`src/rtl/rc4_pkg.sv`:
```
// Shared RC4 definitions: FSM state encoding, S-box size, the printable-text
// acceptance range and the key byte selector.
package rc4_pkg;

  localparam int unsigned S_SIZE = 256;

  localparam logic [7:0] ASCII_LO = 8'h61;
  localparam logic [7:0] ASCII_HI = 8'h7A;
  localparam logic [7:0] ASCII_SP = 8'h20;

  typedef enum logic [4:0] {
    StIdle,
    StInit,
    StKsaRdI,
    StKsaWtI,
    StKsaJ,
    StKsaRdJ,
    StKsaWtJ,
    StKsaSwI,
    StKsaSwJ,
    StPrgaRdI,
    StPrgaWtI,
    StPrgaJ,
    StPrgaRdJ,
    StPrgaWtJ,
    StPrgaSwI,
    StPrgaSwJ,
    StPrgaRdF,
    StPrgaWtF,
    StPrgaWr,
    StDone
  } rc4_state_e;

  // Byte 0 is the most significant of the nbytes-wide key held in the low bits.
  function automatic logic [7:0] key_byte(input logic [23:0] key, input int unsigned idx,
                                          input int unsigned nbytes = 3);
    logic [23:0] sh;
    sh = key >> (8 * (nbytes - 1 - idx));
    return sh[7:0];
  endfunction

  function automatic logic is_printable(input logic [7:0] c);
    return ((c >= ASCII_LO) && (c <= ASCII_HI)) || (c == ASCII_SP);
  endfunction

endpackage

```
`src/rtl/rc4_encrypt_core.sv`:
```
// RC4 encryptor: KSA + PRGA over an external S RAM, ciphertext written to a result RAM.
// Optional plaintext acceptance flag enabled by defining RC4_PRINTABLE_CHECK_EN.
module rc4_encrypt_core
  import rc4_pkg::*;
#(
  parameter int unsigned MSG_LEN   = 32,
  parameter int unsigned KEY_BYTES = 3
) (
  input  logic        inclk,
  input  logic        reset_n,
  input  logic        start,
  input  logic [23:0] secret_key,
  output logic        busy,
  output logic        done,
  output logic [7:0]  s_addr,
  output logic [7:0]  s_wdata,
  output logic        s_wren,
  input  logic [7:0]  s_rdata,
  output logic [7:0]  pt_addr,
  input  logic [7:0]  pt_rdata,
  output logic [7:0]  ct_addr,
  output logic [7:0]  ct_wdata,
  output logic        ct_wren,
  output logic        flag_nonprint
);

  localparam logic [7:0] LastK = 8'(MSG_LEN - 1);
  localparam logic [7:0] LastI = 8'(S_SIZE - 1);

  rc4_state_e  state_q, state_d;
  logic [7:0]  i_q, i_d, j_q, j_d, k_q, k_d;
  logic [7:0]  si_q, si_d, sj_q, sj_d;
  logic [23:0] key_q, key_d;
  logic [7:0]  kbyte;
  logic [7:0]  f_addr;

  assign kbyte  = key_byte(key_q, 32'(i_q) % KEY_BYTES, KEY_BYTES);
  assign f_addr = si_q + sj_q;
  assign busy   = (state_q != StIdle) && (state_q != StDone);

  always_ff @(posedge inclk or negedge reset_n) begin
    if (!reset_n) begin
      state_q <= StIdle;
      i_q     <= '0;
      j_q     <= '0;
      k_q     <= '0;
      si_q    <= '0;
      sj_q    <= '0;
      key_q   <= '0;
    end else begin
      state_q <= state_d;
      i_q     <= i_d;
      j_q     <= j_d;
      k_q     <= k_d;
      si_q    <= si_d;
      sj_q    <= sj_d;
      key_q   <= key_d;
    end
  end

  // Read addresses are held through the wait state so s_rdata is stable when captured.
  always_comb begin
    state_d  = state_q;
    i_d      = i_q;
    j_d      = j_q;
    k_d      = k_q;
    si_d     = si_q;
    sj_d     = sj_q;
    key_d    = key_q;
    done     = 1'b0;
    s_addr   = '0;
    s_wdata  = '0;
    s_wren   = 1'b0;
    pt_addr  = '0;
    ct_addr  = '0;
    ct_wdata = '0;
    ct_wren  = 1'b0;
    unique case (state_q)
      StIdle: begin
        if (start) begin
          key_d   = secret_key;
          i_d     = '0;
          j_d     = '0;
          k_d     = '0;
          state_d = StInit;
        end
      end
      StInit: begin
        s_addr  = i_q;
        s_wdata = i_q;
        s_wren  = 1'b1;
        i_d     = i_q + 8'd1;
        if (i_q == LastI) state_d = StKsaRdI;
      end
      StKsaRdI: begin
        s_addr  = i_q;
        state_d = StKsaWtI;
      end
      StKsaWtI: begin
        s_addr  = i_q;
        state_d = StKsaJ;
      end
      StKsaJ: begin
        si_d    = s_rdata;
        j_d     = j_q + s_rdata + kbyte;
        state_d = StKsaRdJ;
      end
      StKsaRdJ: begin
        s_addr  = j_q;
        state_d = StKsaWtJ;
      end
      StKsaWtJ: begin
        s_addr  = j_q;
        state_d = StKsaSwI;
      end
      StKsaSwI: begin
        s_addr  = i_q;
        s_wdata = s_rdata;
        s_wren  = 1'b1;
        state_d = StKsaSwJ;
      end
      StKsaSwJ: begin
        s_addr  = j_q;
        s_wdata = si_q;
        s_wren  = 1'b1;
        i_d     = i_q + 8'd1;
        state_d = StKsaRdI;
        if (i_q == LastI) begin
          // i/j cleared and the first PRGA increment folded in.
          i_d     = 8'd1;
          j_d     = '0;
          state_d = StPrgaRdI;
        end
      end
      StPrgaRdI: begin
        s_addr  = i_q;
        state_d = StPrgaWtI;
      end
      StPrgaWtI: begin
        s_addr  = i_q;
        state_d = StPrgaJ;
      end
      StPrgaJ: begin
        si_d    = s_rdata;
        j_d     = j_q + s_rdata;
        state_d = StPrgaRdJ;
      end
      StPrgaRdJ: begin
        s_addr  = j_q;
        state_d = StPrgaWtJ;
      end
      StPrgaWtJ: begin
        s_addr  = j_q;
        state_d = StPrgaSwI;
      end
      StPrgaSwI: begin
        sj_d    = s_rdata;
        s_addr  = i_q;
        s_wdata = s_rdata;
        s_wren  = 1'b1;
        state_d = StPrgaSwJ;
      end
      StPrgaSwJ: begin
        s_addr  = j_q;
        s_wdata = si_q;
        s_wren  = 1'b1;
        state_d = StPrgaRdF;
      end
      StPrgaRdF: begin
        s_addr  = f_addr;
        pt_addr = k_q;
        state_d = StPrgaWtF;
      end
      StPrgaWtF: begin
        s_addr  = f_addr;
        pt_addr = k_q;
        state_d = StPrgaWr;
      end
      StPrgaWr: begin
        ct_addr  = k_q;
        ct_wdata = s_rdata ^ pt_rdata;
        ct_wren  = 1'b1;
        k_d      = k_q + 8'd1;
        i_d      = i_q + 8'd1;
        state_d  = (k_q == LastK) ? StDone : StPrgaRdI;
      end
      StDone: begin
        done    = 1'b1;
        state_d = StIdle;
      end
      default: state_d = StIdle;
    endcase
  end

`ifdef RC4_PRINTABLE_CHECK_EN
  logic flag_q, flag_d;

  always_comb begin
    flag_d = flag_q;
    if ((state_q == StIdle) && start) begin
      flag_d = 1'b0;
    end else if ((state_q == StPrgaWr) && !is_printable(pt_rdata)) begin
      flag_d = 1'b1;
    end
  end

  always_ff @(posedge inclk or negedge reset_n) begin
    if (!reset_n) flag_q <= 1'b0;
    else          flag_q <= flag_d;
  end

  assign flag_nonprint = flag_q;
`else
  assign flag_nonprint = 1'b0;
`endif

endmodule

```
`config.mk`:
```
export PLATFORM = sky130hd
export DESIGN_NAME = rc4_encrypt_core
export DESIGN_NICKNAME = d
export VERILOG_FILES = /design/src/rtl/rc4_pkg.sv /design/src/rtl/rc4_encrypt_core.sv
export SDC_FILE = /design/constraint.sdc
export NUM_CORES = 1
export LEC_CHECK = 0
export BUFFER_PORTS_ARGS = -buffer_cell sky130_fd_sc_hd__buf_4
export CORE_MARGIN = 2
export CORE_UTILIZATION = 50
export CTS_BUF_LIST = sky130_fd_sc_hd__clkbuf_4
export DETAILED_ROUTE_END_ITERATION = 10
export PLACE_DENSITY = 0.71
export SKIP_LAST_GASP = 1
export SYNTH_ARGS = -nofsm -noshare
export SYNTH_HDL_FRONTEND = slang
export SYNTH_SLANG_ARGS = --single-unit
```
`constraint.sdc`:
```
create_clock -name inclk -period 10.75 [get_ports inclk]
set_input_delay 1.075 -clock inclk [delete_from_list [all_inputs] [get_ports inclk]]
set_output_delay 1.075 -clock inclk [all_outputs]
set_load 0.02 [all_outputs]
```
# Yosys cells after proc, flatten, opt, wreduce, memory -nomap -nowiden
# Index checks and enable logic that the tools add are counted.
# Widths: inputs -> output; s select.
word_totals:
  register_bits: 69
  output_inout_bits: 45
op_classes:
  add_sub_neg: 6
  bitwise: 1
  n_eq_ne: 25
  muxes: 19
  n_div: 1
  n_shift: 1
  reduce_logical: 19
ops:
  columns: ["op", "count"]
  rows:
  - ["$pmux 5 s19", 1]
  - ["$pmux 8 s3", 3]
  - ["$mux 8", 6]
  - ["$eq 5x4->1 const B", 8]
  - ["$mod 8x2->32 const B", 1]
  - ["$pmux 8 s4", 1]
  - ["$shr 24x32->8", 1]
  - ["$sub 2x29->29 const A", 1]
  - ["$add 8x8->8", 3]
  - ["$eq 5x3->1 const B", 4]
  - ["$eq 5x5->1 const B", 4]
  - ["$add 8x1->8 const B", 2]
  - ["$pmux 8 s2", 1]
  - ["$mux 5", 3]
  - ["$eq 5x2->1 const B", 2]
  - ["$reduce_or 2->1", 5]
  - ["$eq 8x5->1 const B", 1]
  - ["$eq 8x8->1 const B", 1]
  - ["$reduce_and 2->1", 4]
  - ["$xor 8x8->8", 1]
  - ["$reduce_or 7->1", 1]
  - ["$ne 2x2->1 const B", 3]
  - ["$reduce_or 6->1", 1]
  - ["$eq 5x1->1 const B", 1]
  - ["other kinds (11)", 13]

# Depth between registers and ports, before layout
# Gate-level depths: netlist (run 1).
logic_depth:
  depth_word: 5
  depth_mapped: 36
  mapped_depth_nobuf: 31

# Least setup slack after synthesis (run 1)
# OpenSTA, ideal clock, no wires.
synth_timing:
  path_kind: "flip-flop to flip-flop"
  start: "register i_q[6]"
  end: "register j_q[7]"
  synth_period_minus_slack_ns: 7.257
  arrival_time_ns: 7.137
  stages_incl_launch_ff: 37
  t_required_ns: 10.630
  slack_ns: 3.493
  path_buffers: 6
  cell_sequence: "dfrtp_1 > buf_2 > buf_2 > clkbuf_1 > ha_1 > nand4b_1 > o211ai_2 > or3_1 > buf_2 > a2bb2oi_1 > nand3_1 > ha_1 > nor3_1 > nand2_1 > nor2_1 > xnor2_1 > ha_1 > clkbuf_1 > nor3_4 > xnor2_2 > buf_6 > ha_1 > a21o_1 > a221o_1 > a2111oi_4 > and2_2 > nor2b_1 > ha_1 > a21o_1 > a21oi_1 > o21bai_1 > a21oi_1 > o21bai_1 > a21oi_1 > xnor2_1 > nand4_1 > a31o_1"
synth_between:
  elab_chain_len: 5
  elab_cells_between_ends: 8
  classes_between: "add/sub (2); div (1); eq/ne (2); shift (1); mux (1); reduce/logical (1)"
synth_rtl:
  columns: ["element", "line", "text"]
  rows:
  - ["start, declared", "rc4_encrypt_core.sv:31", "logic [7:0] i_q, i_d, j_q, j_d, k_q, k_d;"]
  - ["start signal, assigned", "rc4_encrypt_core.sv:52", "i_q <= i_d;"]
  - ["$mod 8x2->32", "rc4_encrypt_core.sv:37", "assign kbyte = key_byte(key_q, 32'(i_q) % KEY_BYTES, KEY_BYTES);"]
  - ["$sub 2x29->29", "rc4_pkg.sv:38", "sh = key >> (8 * (nbytes - 1 - idx));"]
  - ["$shr 24x32->8", "rc4_pkg.sv:38", null]
  - ["$add 8x8->8", "rc4_encrypt_core.sv:105", "j_d = j_q + s_rdata + kbyte;"]
  - ["$pmux 8 s4", "rc4_encrypt_core.sv:78", "unique case (state_q)"]
  - ["end signal, assigned", "rc4_encrypt_core.sv:53", "j_q <= j_d;"]
  - ["end, declared", "rc4_encrypt_core.sv:31", null]
# Parallel ways exist; a longest one is shown, timed or not.
# A chain may end at the register's enable or synchronous reset.

# Worst setup path in the final report (run 1)
layout_timing:
  start: "register i_q[7]"
  end: "register j_q[7]"
# Same word-level chain as after synthesis.

==> impl_metrics.csv, run 1 <==
group,metric,value,unit
critical_path,cp-end-kind,"register",
detailed_routing,drt_iter0_drc,669,
synthesis,syn_area_per_cell,8.342,sq um
timing,hold_viol,0,
cells_and_area,design.final.nets,838,
power_and_ir_drop,internal-power,498.3,uW
power_and_ir_drop,comb_power_share,35.5,%
run,timing.max_cap.violations,0,
detailed_routing,vias_per_cell,6.038,
timing,relSlewSlack,16.79,%
synthesis,yosys_warnings,0,
clock_network,cts.path.max_buffers,2,
worst_hold_path,hold_depth,2,
cells_and_area,multi_input_area,3815,sq um
synthesis,synth-main-ff-cell,"dfrtp_1",
clock_network,cts_root_buffer,"clkbuf_4",
detailed_routing,drt_first_pass_iters,7,
critical_path,crit_slowest_cell,"xnor2_2",
clock_network,htree_levels,3,
global_routing,grt_max_degree,70,
clock_network,cts_setup_buffers,0,
clock_network,cts_sinks,69,
cells_and_area,seqCellArea,1727,sq um
cells_and_area,diodes,0,
detailed_routing,wirelength,15170,um
global_routing,grt_pass1_wl,25170,um
placement,place.detailed.hpwl,11240,um
power_and_ir_drop,seqPwrFrac,38.8,%
synthesis,netlist_instances,703,
critical_path,crit_arrival,8.68,ns
global_routing,antenna_found_initial,0,
power_and_ir_drop,switching_share,34.44,%
critical_path,cp_max_fo,23,
critical_path,worstSetupStartpointType,"register",
clock_network,clk_pin_slew,0.12,ns
timing,finalCriticalPeriod,8.343,ns
global_routing,grt_use_total,24.16,%
detailed_routing,postRouteAntennaNets,0,
floorplan,chipHeight,112.3,um
cells_and_area,final-instance-count-excl-fill,911,
timing,rsz0062_at_grt,"false",
placement,dp.cells,895,
timing,fin_skew,0.01299,ns
critical_path,crit_type,"reg2reg",
synthesis,synth_fp_nets,778,
critical_path,r2r_slack,2.41,ns
timing,worst_slack,2.407,ns
power_and_ir_drop,power.ir.vdd_worst,0.09252,mV
floorplan,die_w,112.3,um
power_and_ir_drop,p_leak,3.253,nW
timing,max_slew.worst_pin.slew,1.245,ns
placement,pre_cts_slack,2.546,ns
clock_network,cts_tree,"built",
power_and_ir_drop,power.density,113.8,nW/um^2
cells_and_area,fillCellCount,1032,
detailed_routing,num_vias,5501,
cells_and_area,fin_util,58.48,%
synthesis,ys_ff_latch,69,
timing,setup_viol,0,
clock_network,clk_latency,0.43,ns
clock_network,post_cts_resized,0,
synthesis,ys_async_sr_fraction,100.0,%
detailed_routing,wl_per_cell,16.65,um
timing,drv_slew,0,
synthesis,seq_area_frac_synth,29.44,%
critical_path,r2r_cells,30,
detailed_routing,post-route-drc-count,0,
cells_and_area,drive_gt1_share,20.18,%
critical_path,worst_ep_required_time,11.09,ns
clock_network,cts_hold_buffers,0,
critical_path,crit_buf_inv,0,
synthesis,synth_edf_count,0,
worst_hold_path,worstHoldPathType,"reg2reg",
global_routing,gr-total-overflow,0,
synthesis,synth.cell_area,5864,sq um
critical_path,critPathMaxStageDelay,0.72,ns
floorplan,num_rows,39,
power_and_ir_drop,total_power,760.1,uW
critical_path,critPathTopFamily,"simple AND/OR/NAND/NOR gates",
timing,tns,0,ns
cells_and_area,area_growth,13.87,%
timing,period_share,77.61,%
floorplan,initial_core_util,51.36,%
clock_network,cts_made_buffers,9,
synthesis,synth_cell_type_count,86,
critical_path,crit_cells,30,
critical_path,crit_top_cell,"ha_1",
floorplan,die_area,12610,sq um
placement,gp_congestion,0.8559,
placement,portBuffers,86,
timing,max_freq,119.9,MHz
power_and_ir_drop,pwr-share-clk,25.7,%
power_and_ir_drop,power_switching,261.8,uW
status,status,"completed",
floorplan,core,11420,sq um
floorplan,io_pins,88,
global_routing,grt_pass1_vias,5337,
[stage by stage]
step                instance area [sq um]  hold WS [ns]
floorplan                            5864        0.4376
global placement                     6520        0.4529
detailed placement                   6520        0.4577
CTS                                  6678        0.4873
global route                         6678        0.5159
finish                               6678        0.4797
[flip-flops by register name, summed over array words and instances, names as in the netlist]
name and flops:
si_q 8, state_q 5, sj_q 8, k_q 8, key_q 24, j_q 8
i_q 8
[layout by cell type, fill, tap and decap left out, drive strengths merged, types with 13 or more instances in the layout]
cell / count
nand2: 112
buf: 88
dfrtp: 69
nor2: 54
a21oi: 38
inv: 37
ha: 29
xnor2: 29
o21ai: 29
mux2: 25
a222oi: 21
and2: 19
nor2b: 13
nand3: 13
nor3: 13
[synthesized netlist by cell type (5+ instances only)]
master	instances	share of area, %
nor2b_1	13	1.4
nor4_1	5	0.53
ha_1	29	6.2
a21oi_1	37	3.2
nor3b_1	9	1.2
nand3_1	12	1.0
nand4_1	6	0.64
clkbuf_1	28	1.8
nand2_1	112	7.2
xnor2_1	28	4.2
inv_1	36	2.3
a222oi_1	21	3.6
or3_1	8	0.85
and3_1	8	0.85
a21o_1	12	1.5
mux2_2	23	4.4
o21ai_0	27	2.3
xor2_1	10	1.5
o211ai_1	5	0.64
dfrtp_1	69	29
and2_1	17	1.8
nor2_1	54	3.5
nand2b_1	10	1.1
o21bai_1	7	0.90
nor3_1	9	0.77
[routing by layer]
layer	global-route usage [%]	vias to the layer above	part of all wire, %
met5	0	-	0
met1	30.49	2650	42
met3	3.618	30	4.2
met4	10.00	0	2.5
li1	-	2654	-
met2	41.53	167	51
[kinds of logic (layout without fill, tap and decap cells)]
kind of cell | after synthesis | in the layout | synth area share [%]
compound gates | 171 | 171 | 21.96
buf+inv | 76 | 141 | 5.526
mux | 27 | 27 | 5.206
flops | 69 | 69 | 29.44
simple gates | 288 | 288 | 24.64
xor+xnor | 39 | 39 | 5.953
fa+ha+maj | 32 | 32 | 7.212
other cells | 1 | 1 | 0.06395
[area by class of cell]
type / instances / share of cell area [%]
Clock buffer: 11 / 1.237
Inverter: 37 / 2.080
Timing Repair Buffer: 88 / 9.893
Clock inverter: 5 / 1.124
Tap cell: 143 / 2.679
Sequential cell: 69 / 25.86
Multi-Input combinational cell: 558 / 57.13
[worst paths after layout]
check / start / end
max reg2reg: i_q[7] / j_q[7]
max: i_q[7] / j_q[7]
min reg2reg: key_q[17] / key_q[17]
min: key_q[17] / key_q[17]
min in group asynchronous: reset_n / key_q[11]
max in group asynchronous: reset_n / sj_q[6]
[tightest hold or removal path, cell delays in order, from the launching register on]
cell and delay [ns]:
dfrtp_1 0.35, nand2_1 0.05, nand2_1 0.05
[power groups by stage]
stage | logic (mW) | clock network, mW | registers [mW]
after floorplan | 0.186 | 0 | 0.292
after CTS | 0.272 | 0.198 | 0.294
after global placement | 0.261 | 0 | 0.299
after global routing | 0.297 | 0.212 | 0.297
after detailed placement | 0.270 | 0 | 0.299
final | 0.270 | 0.195 | 0.295
Power figures use the tool's default switching activity.
==> run 2: changes to the inputs <==
==> constraint.sdc (replaced) <==
create_clock -name inclk -period 7.95 [get_ports inclk]
set_input_delay 0.795 -clock inclk [delete_from_list [all_inputs] [get_ports inclk]]
set_output_delay 0.795 -clock inclk [all_outputs]
set_load 0.02 [all_outputs]
==> run 2 against run 1 <==
Global-route usage up 0.10 points; cell count up 0.22%; die area unchanged; sequential share of layout area up 0.15 points; register-to-register slack worse by 1.9 ns; wire length down 0.18%; critical endpoint unchanged; total power up 24%.
==> impl_metrics.csv, run 2 (same netlist as run 1, synthesis figures left out) <==
group,metric,value,unit
cells_and_area,largest_reg_flops,24,
worst_hold_path,worstHoldPathType,"reg2reg",
placement,place.detailed.hpwl,11350,um
timing,relSlewSlack,20.72,%
placement,pre_cts_slack,0.4478,ns
run,timing.max_cap.violations,0,
timing,max_freq,135.2,MHz
floorplan,io_pins,88,
critical_path,worst_ep_required_time,8.27,ns
timing,period_share,93.04,%
detailed_routing,num_vias,5521,
clock_network,clk_pin_slew,0.11,ns
worst_hold_path,hold_depth,2,
placement,gp_congestion,0.8687,
power_and_ir_drop,power.density,141.8,nW/um^2
cells_and_area,fillCellCount,1048,
floorplan,chipHeight,112.3,um
global_routing,grt_max_degree,70,
detailed_routing,post-route-drc-count,0,
clock_network,htree_levels,3,
placement,portBuffers,86,
clock_network,cts_root_buffer,"clkbuf_4",
critical_path,worstSetupStartpointType,"register",
detailed_routing,wirelength,15140,um
critical_path,cp_max_fo,7,
timing,worst_slack,0.5534,ns
power_and_ir_drop,power.ir.vdd_worst,0.1256,mV
critical_path,r2r_slack,0.55,ns
worst_hold_path,hold_start,"key_q[17]",
cells_and_area,drive_gt1_share,20.52,%
critical_path,crit_arrival,7.72,ns
clock_network,cts_setup_buffers,0,
timing,drv_slew,0,
global_routing,gr-total-overflow,0,
detailed_routing,vias_per_cell,6.047,
timing,tns,0,ns
timing,fin_skew,0.01205,ns
cells_and_area,seqCellArea,1728,sq um
global_routing,grt_pass1_vias,5331,
critical_path,cp-end-kind,"register",
critical_path,crit_slowest_cell,"or3_1",
worst_hold_path,holdPathEnd,"key_q[17]",
power_and_ir_drop,p_leak,3.242,nW
floorplan,initial_core_util,51.36,%
detailed_routing,postRouteAntennaNets,0,
cells_and_area,diodes,0,
critical_path,reg2reg_from,"i_q[6]",
cells_and_area,design.final.nets,842,
cells_and_area,multi_input_area,3820,sq um
timing,finalCriticalPeriod,7.397,ns
floorplan,num_rows,39,
timing,setup_viol,0,
floorplan,core,11420,sq um
global_routing,grt_pass1_wl,25090,um
critical_path,crit_type,"reg2reg",
cells_and_area,layout_common_cells,"112 x nand2_1, 92 x buf_4, 68 x dfrtp_1",
global_routing,antenna_found_initial,0,
global_routing,grt_use_total,24.26,%
clock_network,cts_made_buffers,9,
status,status,"completed",
timing,hold_viol,0,
timing,rsz0062_at_grt,"false",
clock_network,cts_sinks,69,
timing,max_slew.worst_pin.slew,1.187,ns
detailed_routing,drt_iter0_drc,467,
critical_path,critPathMaxStageDelay,0.51,ns
clock_network,clk_latency,0.43,ns
cells_and_area,area_growth,13.29,%
critical_path,reg2reg_to,"j_q[7]",
cells_and_area,final_common_cell,"nand2_1",
critical_path,r2r_cells,30,
detailed_routing,wl_per_cell,16.58,um
cells_and_area,regMostFlops,"key_q",
clock_network,cts_tree,"built",
detailed_routing,drt_first_pass_iters,6,
clock_network,cts.path.max_buffers,2,
critical_path,crit_top_cell,"ha_1",
floorplan,die_w,112.3,um
floorplan,die_area,12610,sq um
==> run 2: layout make-up <==
type | instances | share of cell area [%]
Clock inverter | 5 | 0.3013
Timing Repair Buffer | 92 | 10.40
Tap cell | 143 | 2.693
Sequential cell | 69 | 26.01
Multi-Input combinational cell | 558 | 57.50
Inverter | 37 | 2.090
Clock buffer | 9 | 1.017
==> run 2: stage by stage <==
step                area [sq um]  instances  utilization, %  power [mW]  hold slack [ns]
finish                      6644        913           58.19      0.9420           0.4743
global route                6644        913           58.19       1.002           0.5088
CTS                         6638        913           58.13      0.9503           0.4806
detailed placement          6550        899           57.36      0.7684           0.4538
global placement            6550        899           57.36      0.7602           0.4509
floorplan                   5864        703               -      0.6466           0.4376
==> run 2: critical path, delay by kind of cell (launching register included) <==
kind	cells	cell delay [ns]
AO/OA/AOI/OAI	12	2.32
XOR/XNOR	2	0.27
adder cells (fa/ha/maj)	5	1.47
flip-flops	1	0.40
multiplexers	1	0.37
AND/OR/NAND/NOR	10	2.45
==> run 2: worst max path at each step <==
stage | endpoint | startpoint | slack [ns]
3_5_place_dp | j_q[7] | i_q[4] | 0.45
2_1_floorplan | j_q[7] | i_q[6] | 0.69
4_1_cts | j_q[7] | i_q[4] | 0.40
3_3_place_gp | j_q[7] | i_q[4] | 0.69
5_1_grt | j_q[7] | i_q[6] | 0.03
6_report | j_q[7] | i_q[6] | 0.55
==> run 2: what timing repair did <==
item                       CTS  global route
hold buffers                 0             0
setup endpoints to repair    0             1
resized for setup            0             3
==> run 2: power by group <==
group	internal, mW	switching, mW	total [mW]
clock	0.0563	0.127	0.183
sequential	0.373	0.0252	0.398
combinational	0.168	0.193	0.361
==> run 2: layer usage <==
layer  track usage (%)  routed length [um]
met4             7.561                 280
met1             30.11                6312
met5                 0                   0
met3             3.132                 698
met2             43.90                7850
==> run 3: changes to the inputs <==
--- a/config.mk
+++ b/config.mk
@@ -7,10 +7,10 @@
 export LEC_CHECK = 0
 export BUFFER_PORTS_ARGS = -buffer_cell sky130_fd_sc_hd__buf_4
 export CORE_MARGIN = 2
-export CORE_UTILIZATION = 50
+export CORE_UTILIZATION = 33
 export CTS_BUF_LIST = sky130_fd_sc_hd__clkbuf_4
 export DETAILED_ROUTE_END_ITERATION = 10
-export PLACE_DENSITY = 0.71
+export PLACE_DENSITY = 0.53
 export SKIP_LAST_GASP = 1
 export SYNTH_ARGS = -nofsm -noshare
 export SYNTH_HDL_FRONTEND = slang
==> run 3 against run 2 <==
Critical path type unchanged; worst setup slack better by 0.080 ns; combinational power is 1% lower; cell count is 9.4% higher; critical path depth stayed put; sequential power hardly changed; non-clock buffer count is 2 higher; hold slack worse by 0.020 ns.
==> impl_metrics.csv, run 3 (same netlist as run 1, synthesis figures left out) <==
group,metric,value,unit
timing,relSlewSlack,23.79,%
clock_network,clk_pin_slew,0.14,ns
cells_and_area,layout_common_cells,"112 x nand2_1, 94 x buf_4, 68 x dfrtp_1",
cells_and_area,largest_reg_flops,24,
critical_path,crit_type,"reg2reg",
critical_path,cp_max_fo,10,
power_and_ir_drop,power.density,142.4,nW/um^2
critical_path,reg2reg_from,"i_q[7]",
timing,setup_viol,0,
timing,tns,0,ns
global_routing,gr-total-overflow,0,
placement,gp_congestion,0.8438,
critical_path,crit_arrival,7.67,ns
floorplan,chipHeight,137.3,um
global_routing,grt_busiest_layer,"met2",
cells_and_area,diodes,0,
floorplan,initial_core_util,33.79,%
cells_and_area,final-instance-count-excl-fill,999,
floorplan,die_w,137.3,um
global_routing,grt_pass1_wl,27320,um
global_routing,grt_use_total,18.14,%
clock_network,cts.path.max_buffers,2,
critical_path,r2r_cells,30,
floorplan,num_rows,48,
placement,dpl_cell_area,6668,sq um
floorplan,io_pins,88,
cells_and_area,regMostFlops,"key_q",
detailed_routing,num_vias,5438,
power_and_ir_drop,p_leak,3.257,nW
timing,drv_slew,0,
critical_path,worst_ep_required_time,8.30,ns
detailed_routing,drt_iter0_drc,401,
detailed_routing,postRouteAntennaNets,0,
global_routing,grt_pass1_vias,5445,
critical_path,critPathLaunch,"i_q[7]",
detailed_routing,drt_first_pass_iters,6,
cells_and_area,finalInstanceArea,6797,sq um
global_routing,grt_max_degree,70,
clock_network,cts_made_buffers,9,
run,timing.max_cap.violations,0,
clock_network,cts_sinks,69,
power_and_ir_drop,power.ir.vdd_worst,0.1095,mV
timing,finalCriticalPeriod,7.316,ns
timing,period_share,92.03,%
cells_and_area,area_growth,15.90,%
critical_path,cp-end-kind,"register",
status,status,"completed",
cells_and_area,fillCellCount,1800,
power_and_ir_drop,total_power,968.0,uW
critical_path,crit_buf_inv,0,
clock_network,cts_root_buffer,"clkbuf_4",
critical_path,critPathMaxStageDelay,0.51,ns
timing,hold_viol,0,
critical_path,crit_slowest_cell,"or3_1",
timing,max_slew.worst_pin.slew,1.134,ns
critical_path,critPathTopFamily,"simple AND/OR/NAND/NOR gates",
clock_network,cts_tree,"built",
global_routing,use_met3,3.054,%
cells_and_area,fin_util,39.16,%
floorplan,die_area,18850,sq um
timing,fin_skew,0.02127,ns
critical_path,reg2reg_to,"j_q[7]",
cells_and_area,final_common_cell,"nand2_1",
detailed_routing,post-route-drc-count,0,
global_routing,met2_usage,30.46,%
timing,max_freq,136.7,MHz
global_routing,use_met1,23.49,%
placement,portBuffers,86,
placement,place.detailed.hpwl,12300,um
cells_and_area,drive_gt1_share,21.71,%
detailed_routing,wirelength,16480,um
critical_path,r2r_slack,0.63,ns
detailed_routing,vias_per_cell,5.443,
clock_network,clk_latency,0.46,ns
floorplan,core,17360,sq um
detailed_routing,wl_per_cell,16.50,um
global_routing,antenna_found_initial,0,
cells_and_area,design.final.nets,844,
critical_path,worstSetupStartpointType,"register",
clock_network,htree_levels,3,
timing,rsz0062_at_grt,"false",
placement,dp.cells,983,
worst_hold_path,worstHoldPathType,"in2async",
[run 3: timing repair]
action / 4_1_cts / 5_1_grt
hold buffers: 0 / 0
endpoints found under the setup margin: 0 / 2
setup buffers: 0 / 0
gates resized for setup: 0 / 5
[run 3: final cells by class]
type | instances | area (sq um) | share of cell area [%]
repair buffers | 94 | 705.7 | 10.38
multi-input cells | 558 | 3825 | 56.28
clock inverters | 7 | 50.05 | 0.7364
flip-flops and latches | 69 | 1728 | 25.42
well taps | 225 | 281.5 | 4.142
clock buffers | 9 | 67.56 | 0.9941
inverters | 37 | 138.9 | 2.043
[run 3: worst max-delay path by stage]
stage,end,cells after the start
after detailed placement,j_q[7],29
after global routing,j_q[7],30
final,j_q[7],30
after global placement,j_q[7],29
after CTS,j_q[7],29
after floorplan,j_q[7],36
[run 3: power breakdown]
part           internal, mW  switching (mW)  leakage, nW  total [mW]
Sequential            0.373          0.0256        0.875       0.398
Clock                0.0649           0.149       0.0587       0.214
Combinational         0.167           0.189         2.32       0.356
Total                 0.605           0.363         3.26       0.968
[run 3: routing by layer]
metal	wire, um	up-vias
met2	7914	140
met5	0	-
met3	682	20
met1	7536	2622
met4	350	0
li1	-	2656
[run 3: worst reg2reg max path, delay by kind of cell (launching register included)]
kind / cells / cell delay (ns)
AND/OR/NAND/NOR: 10 / 2.39
AO/OA/AOI/OAI: 12 / 2.32
adder cells (fa/ha/maj): 5 / 1.46
flip-flops: 1 / 0.40
multiplexers: 1 / 0.38
XOR/XNOR: 2 / 0.27
[run 3: stage by stage]
stage / hold WS, ns / setup WS [ns]
6_report: 0.4547 / 0.6337
5_1_grt: 0.4891 / 0.05884
4_1_cts: 0.4740 / 0.2883
3_5_place_dp: 0.4569 / 0.3200
3_3_place_gp: 0.4549 / 0.6073
2_1_floorplan: 0.4376 / 0.6933
